## src/rtl/fifo_pkg.sv

```systemverilog
// Shared definitions for the 32-bit synchronous FIFO and its read-side clients.
//
// Contents:
//   FIFO_DATA_WIDTH - FIFO word width
//   FIFO_CNT_WIDTH  - width of the FIFO's internal fill counter
//   rd_fsm_t        - read-client state encoding {IDLE, WAIT, SEND}
//   beats()         - number of output beats per FIFO word
package fifo_pkg;

  localparam int unsigned FIFO_DATA_WIDTH = 32;
  localparam int unsigned FIFO_CNT_WIDTH  = 4;

  typedef enum logic [1:0] {
    IDLE,
    WAIT,
    SEND
  } rd_fsm_t;

  // Beats needed to move one word; data_width must be a multiple of out_width.
  function automatic int unsigned beats(input int unsigned data_width,
                                        input int unsigned out_width);
    return data_width / out_width;
  endfunction

endpackage

```

## src/rtl/fifo_rd_serializer.sv

```systemverilog
// Read-side client of the synchronous FIFO. Pops one word at a time (1-cycle read
// latency) and streams it out as OUT_WIDTH-bit beats, least-significant beat first,
// over a valid/ready handshake.
//
// Ports:
//   clk           - system clock, rising edge
//   rst           - asynchronous, active-high reset
//   fifo_empty    - FIFO empty flag
//   fifo_data_out - FIFO read data, valid the cycle after a pop
//   fifo_rd_en    - FIFO pop request
//   out_data      - current beat
//   out_valid     - beat valid
//   out_ready     - downstream accepts beat
//   busy          - a word is in flight
//   words_read    - count of fully transmitted words (wraps)
//
// Build option:
//   FIFO_RD_PREFETCH_EN - when defined, the next word is popped on the last-beat
//                         handshake so the serializer skips IDLE between words.
module fifo_rd_serializer
  import fifo_pkg::*;
#(
  parameter int unsigned DATA_WIDTH = FIFO_DATA_WIDTH,
  parameter int unsigned OUT_WIDTH  = 8,
  parameter int unsigned CNT_WIDTH  = 16
) (
  input  logic                  clk,
  input  logic                  rst,
  input  logic                  fifo_empty,
  input  logic [DATA_WIDTH-1:0] fifo_data_out,
  output logic                  fifo_rd_en,
  output logic [OUT_WIDTH-1:0]  out_data,
  output logic                  out_valid,
  input  logic                  out_ready,
  output logic                  busy,
  output logic [CNT_WIDTH-1:0]  words_read
);

  localparam int unsigned BEATS     = beats(DATA_WIDTH, OUT_WIDTH);
  // Keep the counter at least one bit wide so a single-beat build still elaborates.
  localparam int unsigned BCW       = (BEATS > 1) ? $clog2(BEATS) : 1;
  localparam logic [BCW-1:0] LAST_BEAT = BCW'(BEATS - 1);

  rd_fsm_t               state_q, state_d;
  logic [DATA_WIDTH-1:0] shreg_q, shreg_d;
  logic [BCW-1:0]        beat_cnt_q, beat_cnt_d;
  logic [CNT_WIDTH-1:0]  words_read_q, words_read_d;

  always_comb begin
    state_d      = state_q;
    shreg_d      = shreg_q;
    beat_cnt_d   = beat_cnt_q;
    words_read_d = words_read_q;
    fifo_rd_en   = 1'b0;
    out_valid    = 1'b0;
    out_data     = '0;

    unique case (state_q)
      IDLE: begin
        fifo_rd_en = !fifo_empty;
        if (!fifo_empty) begin
          state_d = WAIT;
        end
      end

      // Popped word appears on fifo_data_out this cycle.
      WAIT: begin
        shreg_d    = fifo_data_out;
        beat_cnt_d = '0;
        state_d    = SEND;
      end

      SEND: begin
        out_valid = 1'b1;
        out_data  = shreg_q[OUT_WIDTH-1:0];
        if (out_ready) begin
          if (beat_cnt_q == LAST_BEAT) begin
            words_read_d = words_read_q + 1'b1;
`ifdef FIFO_RD_PREFETCH_EN
            fifo_rd_en = !fifo_empty;
            state_d    = fifo_empty ? IDLE : WAIT;
`else
            state_d    = IDLE;
`endif
          end else begin
            shreg_d    = shreg_q >> OUT_WIDTH;
            beat_cnt_d = beat_cnt_q + 1'b1;
          end
        end
      end

      default: state_d = IDLE;
    endcase
  end

  always_ff @(posedge clk or posedge rst) begin
    if (rst) begin
      state_q      <= IDLE;
      shreg_q      <= '0;
      beat_cnt_q   <= '0;
      words_read_q <= '0;
    end else begin
      state_q      <= state_d;
      shreg_q      <= shreg_d;
      beat_cnt_q   <= beat_cnt_d;
      words_read_q <= words_read_d;
    end
  end

  assign busy       = (state_q != IDLE);
  assign words_read = words_read_q;

endmodule

```

## config.mk

```make
export PLATFORM = sky130hd
export DESIGN_NAME = fifo_rd_serializer
export DESIGN_NICKNAME = d
export VERILOG_FILES = /design/src/rtl/fifo_pkg.sv /design/src/rtl/fifo_rd_serializer.sv
export SDC_FILE = /design/constraint.sdc
export NUM_CORES = 1
export LEC_CHECK = 0
export ABC_CLOCK_PERIOD_IN_PS = 2050
export BUFFER_PORTS_ARGS = -buffer_cell sky130_fd_sc_hd__buf_2
export CAP_MARGIN = 20
export CORE_MARGIN = 1
export CORE_UTILIZATION = 52
export CTS_CLUSTER_DIAMETER = 60
export DETAILED_ROUTE_END_ITERATION = 8
export PLACE_DENSITY = 0.79
export SLEW_MARGIN = 40
export SYNTH_ARGS = -nofsm -noshare
export SYNTH_HDL_FRONTEND = slang
export SYNTH_SLANG_ARGS = --single-unit
export TNS_END_PERCENT = 100
```

## constraint.sdc

```tcl
create_clock -name clk -period 2.05 [get_ports clk]
set_clock_uncertainty 0.05 [all_clocks]
set_input_delay 0.41 -clock clk [delete_from_list [all_inputs] [get_ports clk]]
set_output_delay 0.41 -clock clk [all_outputs]
set_load 0.005 [all_outputs]
```

# After elaboration in Yosys (flattened, before gate mapping)
# Index checks and enable logic that the tools add are counted.
dict set report word_totals {
  reg_bits 52
  input_bits 36
  output_inout_bits 27
  elab_cells 33
}
dict set report classes {
  addsub 2
  eq_ne 7
  mux 13
  reduce_logical 7
}
# op count
set op_table {}
lappend op_table {{$mux 32} 2}
lappend op_table {{$pmux 32 s2} 1}
lappend op_table {{$add 16x1->16 const B} 1}
lappend op_table {{$mux 2} 5}
lappend op_table {{$reduce_and 3->1} 3}
lappend op_table {{$mux 8} 1}
lappend op_table {{$ne 2x2->1 const B} 4}
lappend op_table {{$pmux 2 s3} 1}
lappend op_table {{$eq 2x2->1 const B} 2}
lappend op_table {{$pmux 2 s2} 1}
lappend op_table {{$reduce_bool 2->1} 2}
lappend op_table {{$add 2x1->2 const B} 1}
lappend op_table {{$eq 2x1->1 const B} 1}
lappend op_table {{$logic_not 2->1} 1}
lappend op_table {{$mux 1} 2}
lappend op_table {{$logic_not 1->1} 1}

# Logic depth before layout (Yosys ltp)
# Gate-level depths: netlist (run 1).
dict set report logic_depth {
  word_depth 4
  mapped_depth 8
  mapped_depth_nobuf 5
}

# Worst setup path after synthesis (run 1)
# Ideal clock, no wire load.
dict set report synth_path {
  kind {reg2out}
  start {reg state_q[1]}
  end {out out_data[0]}
  t_arrival_ns 1.134
  required_ns 1.590
  setup_slack_ns 0.456
  path_stages_with_launch 6
  n_path_buf 3
  cell_sequence {dfrtp_1 -> buf_4 -> nor2b_1 -> buf_2 -> clkbuf_1 -> and2_1}
}
dict set report synth_between {
  elab_chain_len 2
}
# element line_no
set synth_rtl {}
lappend synth_rtl {{start: declaration} fifo_rd_serializer.sv:44} ;# rd_fsm_t state_q, state_d;
lappend synth_rtl {{start signal: assignment} fifo_rd_serializer.sv:103} ;# state_q <= state_d;
lappend synth_rtl {{$eq 2x2->1} fifo_rd_serializer.sv:58} ;# unique case (state_q)
lappend synth_rtl {{$mux 8} fifo_rd_serializer.sv:58}
lappend synth_rtl {{end: declaration} fifo_rd_serializer.sv:32} ;# output logic [OUT_WIDTH-1:0] out_data,
# No other way between the ends.

# Worst setup path after layout (run 1)
dict set report layout_path {
  start {reg state_q[1]}
  end {out out_data[7]}
}
# The elaborated chain is that of the path after synthesis.

==> key figures, run 1 <==
Status
  – Outcome: completed

Floorplan
  – Total core area: 0.004384 mm2
  – Total I/O pin count: 63
  – Die width: 69.72 um
  – Initial core utilization: 0.5439
  – Die Y: 69.72 um
  – Std-Cell Rows: 24
  – Die Footprint: 0.004861 mm2

GRT
  – Vias in the first global route: 1783
  – Gr ovfl total: 0
  – Largest net degree at the start of global routing: 39
  – First-pass GRT wire length: 8031 um
  – Initial antenna violation count: 0
  – GRT Overall Usage: 0.2096

Job
  – Max Cap Violations: 0

CTS
  – Post CTS Setup Buffer Count: 0
  – Clock Sinks: 52
  – Htree depth: 2
  – CTS tree: yes
  – Clock root cell: clkbuf_8
  – CTS max path bufs: 2
  – Clock latency on the worst-skew pair: 300 ps
  – Hold-fix buffer count after cts: 0
  – Clock slew seen by the registers of the worst setup and hold paths: 90 ps
  – CTS Buf Count: 5

Yosys
  – Top cells by area, synth: dfrtp_1 55%, mux2i_1 10%, nand2_1 5.2%
  – Register area share after synthesis: 0.5456
  – Top-area cell type share of the netlist area: 0.5456
  – Dominant cell type by area after synthesis: dfrtp_1
  – YS warnings: 0
  – Netlist Area Pre-Place: 0.002385 mm2
  – Yosys cell types: 31
  – Mapped Nets: 255
  – #FFs+latches synth: 52
  – Syn_area_per_cell: 10.99 um2
  – Cell count after synthesis: 217

Cells and area
  – Footprint of the multi-input gates: 0.001020 mm2
  – Diodes inserted: 0
  – Share of layout cells above drive strength 1: 0.3000
  – # fillers: 353
  – Synth-to-Final Area Change: 21.98%
  – Final cell count without fillers: 332
  – Register area: 0.001303 mm2
  – Post-layout nets: 317

Min path
  – HP Class: in2async

Routing
  – Vias per inst: 5.175
  – Initial DRC count: 132
  – Routed Antenna Nets: 0
  – DRC Markers: 0
  – Wire per inst: 13.41 um
  – DRT Pass-1 Iters: 4
  – WL final: 4452 um
  – Via Count: 1718

Worst setup path
  – CP Class: reg2out
  – Setup crit start kind: register
  – CP endpoint kind: output pin
  – Critical path arrival: 1450 ps
  – Worst Path Max Fanout: 16
  – Worst path required time: 1590 ps

STA
  – Slew of the pin with the lowest slew margin: 519.8 ps
  – Max transition margin: 0.6527
  – Hold Fails Final Rpt: 0
  – Setup Total Neg Slack: 0 ps
  – Tcrit/Tclk final: 0.9339
  – Max Fclk: 0.5223 GHz
  – Post-layout min period: 1914 ps
  – Final setup fails: 0
  – Slew Viols, Final: 0
  – RSZ-0062 raised after global routing: no

Power
  – Pwr dens: 1236 mW/mm2
  – Lkg Pwr: 1.489 nW
  – Max VDD drop: 0.7466 mV

Placement
  – IO buf count: 62
  – HPWL reported at the end of detailed placement: 3185 um
  – Gpl congestion: 0.8157
  – Cells after DPL: 324
## power by group
part	internal (mW)	switching, mW	total, mW
combinational	0.626	0.643	1.27
clock	0.431	0.331	0.761
sequential	1.36	0.206	1.56
## routing by layer
| layer | GRT usage | routed length (um) |
|---|---|---|
| met1 | 0.2757 | 2077 |
| met4 | 0.08444 | 96 |
| met3 | 0.04942 | 159 |
| met2 | 0.3366 | 2118 |
| met5 | 0 | 0 |
## per-stage QoR
step	worst slack, ps	hold slack, ps	area, um2	power (mW)	util
5_1_grt	33.98	40.88	2909	3.887	0.6635
3_3_place_gp	331.9	358.1	2781	2.815	0.6344
3_5_place_dp	240.6	364.6	2781	2.865	0.6344
2_1_floorplan	332.1	397.4	2385	2.499	-
6_report	135.5	22.48	2909	3.595	0.6635
4_1_cts	16.69	29.78	2908	3.632	0.6632
## worst max-delay path, cell delays in order (launching register included)
cell	delay [ps]
dfrtp_2	470
nor2b_4	180
buf_4	240
and2_1	150
buf_2	100
## Yosys cell counts
library cell   n
a21o_1         1
a21oi_1        1
a22o_1         8
and2_1         8
and3_1         2
and4_1         2
and4b_1        1
buf_2          9
buf_4          2
clkbuf_1       2
dfrtp_1       52
ha_1           2
inv_1          4
mux2_2         1
mux2i_1       25
nand2_1       33
nand2b_1       2
nand3_1        1
nand3_4        1
nand4_1        5
nor2_1         7
nor2b_1        2
nor3b_1        1
nor4_4         1
o21ai_0        1
o21ai_1       24
o22a_1         1
o22ai_1        2
or2_2          1
xnor2_1       12
xor2_1         3
## final cells by class
type | instances | area share
sequential | 52 | 0.4477
multi-input combinational | 148 | 0.3505
inverter | 4 | 0.005161
clock inverter | 1 | 0.01032
clock buffer | 7 | 0.03312
tap | 52 | 0.02237
timing repair buffer | 68 | 0.1308
## cell families (layout without fill, tap and decap cells)
family / count (synthesis) / in the layout / synth area share
simple gates: 67 / 67 / 0.1485
flops: 52 / 52 / 0.5456
compound gates: 38 / 38 / 0.09601
mux: 26 / 26 / 0.1097
buf+inv: 17 / 80 / 0.03462
xor+xnor: 15 / 15 / 0.05509
fa+ha+maj: 2 / 2 / 0.01049
## cell usage in the layout, fill, tap and decap left out, types with 3 or more instances in the layout
cell      count
nand4_1       5
a22o_1        8
and2_1        8
o21ai_1      24
inv_1         3
buf_2        62
mux2i_1      25
nand2_1      33
dfrtp_1      51
clkbuf_8      7
buf_4         4
nor2_1        7
xnor2_1      12
xor2_1        3
## flip-flops by register name (all words and copies together), names as in the netlist
register,count
words_read,16
state_q,2
beat_cnt_q,2
shreg_q,32
## path summary, 6_finish.rpt
path	start	endpoint	slack [ps]	cells past startpoint
hold / removal	rst	words_read[3]	20	2
min in group clk	fifo_empty	state_q[0]	210	2
setup / recovery	state_q[1]	out_data[7]	140	4
hold reg to reg	words_read[15]	words_read[15]	430	1
max in group asynchronous	rst	words_read[2]	1410	3
setup reg to reg	beat_cnt_q[0]	words_read[15]	230	5
## what timing repair did
item,CTS,global route
hold endpoints to repair,0,0
setup endpoints to repair,0,8
gates resized for setup,0,1
Note: power is estimated with default switching activity, not from simulation.
==> inputs of run 2 (changes only) <==
- PLACE_DENSITY: 0.79 -> unset
- PLACE_DENSITY_LB_ADDON: unset -> 0.2
==> key figures, run 2 (synthesis results as in run 1) <==
Cells and area
  – Synth-to-Final Area Change: 22.67% (was 21.98%)
  – Most frequent cells in the layout: 62 x buf_2, 52 x dfrtp_1, 33 x nand2_1, 25 x mux2i_1, 24 x o21ai_1 (was 62 x buf_2, 51 x dfrtp_1, 33 x nand2_1, 25 x mux2i_1, 24 x o21ai_1)
  – Final Util: 0.6672 (was 0.6635)
  – Footprint of the multi-input gates: 0.001020 mm2 (unchanged)
  – Fin area: 0.002925 mm2 (was 0.002909 mm2)
  – Diodes inserted: 0 (unchanged)
  – Register area: 0.001301 mm2 (was 0.001303 mm2)
  – # fillers: 379 (was 353)
  – Share of layout cells above drive strength 1: 0.3053 (was 0.3000)
  – Largest register FFs: 32 (unchanged)
  – Largest reg by FF count: shreg_q (unchanged)
  – Commonest non-fill, non-tap cell in the layout: buf_2 (unchanged)
  – Post-layout nets: 322 (was 317)

STA
  – Final setup fails: 0 (unchanged)
  – Max transition margin: 0.7033 (was 0.6527)
  – Slew Viols, Final: 0 (unchanged)
  – Setup Total Neg Slack: 0 ps (unchanged)
  – Hold Fails Final Rpt: 0 (unchanged)
  – RSZ-0062 raised after global routing: no (unchanged)
  – Max Fclk: 0.5303 GHz (was 0.5223 GHz)
  – Tcrit/Tclk final: 0.9199 (was 0.9339)
  – Post-layout min period: 1886 ps (was 1914 ps)
  – Slew of the pin with the lowest slew margin: 444.1 ps (was 519.8 ps)

CTS
  – Clock Sinks: 52 (unchanged)
  – Htree depth: 2 (unchanged)
  – CTS tree: yes (unchanged)
  – CTS Buf Count: 5 (unchanged)
  – Clock root cell: clkbuf_8 (unchanged)
  – Clock slew seen by the registers of the worst setup and hold paths: 90 ps (about the same)
  – Post-cts resize count: 0 (unchanged)
  – CTS max path bufs: 2 (unchanged)
  – Clock latency on the worst-skew pair: 300 ps (about the same)

Routing
  – Via Count: 1712 (was 1718)
  – DRC Markers: 0 (unchanged)
  – WL final: 4349 um (was 4452 um)
  – DRT Pass-1 Iters: 4 (unchanged)
  – Vias per inst: 5.080 (was 5.175)
  – Routed Antenna Nets: 0 (unchanged)
  – Wire per inst: 12.91 um (was 13.41 um)
  – Initial DRC count: 82 (was 132)

GRT
  – Met1 usage: 0.2626 (was 0.2757)
  – Vias in the first global route: 1600 (was 1783)
  – GRT Overall Usage: 0.1904 (was 0.2096)
  – First-pass GRT wire length: 7334 um (was 8031 um)
  – GR Util met3: 0.04651 (was 0.04942)
  – Initial antenna violation count: 0 (unchanged)
  – Busiest grt layer: met2 (unchanged)
  – Met2 Usage GRT: 0.3053 (was 0.3366)
  – Largest net degree at the start of global routing: 53 (was 39)
  – Gr ovfl total: 0 (unchanged)

Worst setup path
  – CP Class: reg2out (unchanged)
  – Critical path arrival: 1430 ps (was 1450 ps)
  – Worst Path Max Fanout: 14 (was 16)
  – Worst path required time: 1590 ps (about the same)
  – CP endpoint kind: output pin (unchanged)
  – Setup crit start kind: register (unchanged)

Status
  – Outcome: completed (unchanged)

Floorplan
  – Die Y: 69.72 um (unchanged)
  – Std-Cell Rows: 24 (unchanged)
  – Die Footprint: 0.004861 mm2 (unchanged)
  – Die width: 69.72 um (unchanged)
  – Total core area: 0.004384 mm2 (unchanged)
  – Total I/O pin count: 63 (unchanged)
  – Initial core utilization: 0.5439 (unchanged)

Placement
  – HPWL reported at the end of detailed placement: 3024 um (was 3185 um)
  – IO buf count: 62 (unchanged)
  – Gpl congestion: 0.7995 (was 0.8157)
  – Placed inst area: 0.002796 mm2 (was 0.002781 mm2)

Power
  – Max VDD drop: 0.8599 mV (was 0.7466 mV)
  – Lkg Pwr: 1.499 nW (was 1.489 nW)
  – Design Power: 3.543 mW (was 3.595 mW)
  – Pwr dens: 1211 mW/mm2 (was 1236 mW/mm2)

Job
  – Max Cap Violations: 0 (unchanged)

Min path
  – HP Class: in2async (unchanged)
[run 2: cell types whose count changed in the layout (fill, tap and decap cells not counted)]
cell	previous run	this run
buf_12	2	3
buf_4	4	8
bufinv_16	1	0
clkbuf_1	0	1
clkbuf_8	7	6
clkinvlp_4	0	1
dfrtp_1	51	52
dfrtp_2	1	0
[run 2: routing by layer]
metal  up-vias  wire length [um]
li1        874                 -
met1       796              2109
met2        40              2054
met3         2               170
met4         0                15
met5         -                 0
[run 2: report_power, final]
group | internal, mW | leakage [nW] | switching, mW
sequential | 1.36 | 0.673 | 0.209
combinational | 0.710 | 0.782 | 0.673
clock | 0.275 | 0.0445 | 0.321
[run 2: final timing paths]
kind	from	end	slack [ps]	cells after the start
setup / recovery	state_q[1]	out_data[6]	160	4
max in group asynchronous	rst	shreg_q[19]	1630	3
hold reg to reg	words_read[15]	words_read[15]	430	1
hold / removal	rst	words_read[9]	90	3
min in group clk	fifo_empty	state_q[0]	220	2
setup reg to reg	beat_cnt_q[0]	words_read[15]	280	5
[run 2: final cells by class]
type	count	share of cell area
sequential	52	0.4448
tap	52	0.02224
multi-input combinational	148	0.3486
timing repair buffer	73	0.1471
clock buffer	7	0.02951
inverter	4	0.005133
clock inverter	1	0.002566
[run 2: repair_timing]
| action | 4_1_cts | 5_1_grt |
|---|---|---|
| hold buffers | 0 | 0 |
| setup endpoints to repair | 8 | 0 |
| buffers inserted | 3 | 0 |
[run 2: per-stage QoR]
step	cells	hold WS [ps]	setup slack, ps
after CTS	337	102.4	144.6
after detailed placement	326	418.2	274.5
after floorplan	217	397.4	332.1
after global placement	326	407.1	328.8
after global routing	337	103.4	55.12
final	337	94.31	164.1
[run 2: worst max-delay path, stage by stage (launching register included)]
cell and delay (ps):
dfrtp_1 530, nor2b_4 230, buf_12 140, and2_1 120
buf_2 100
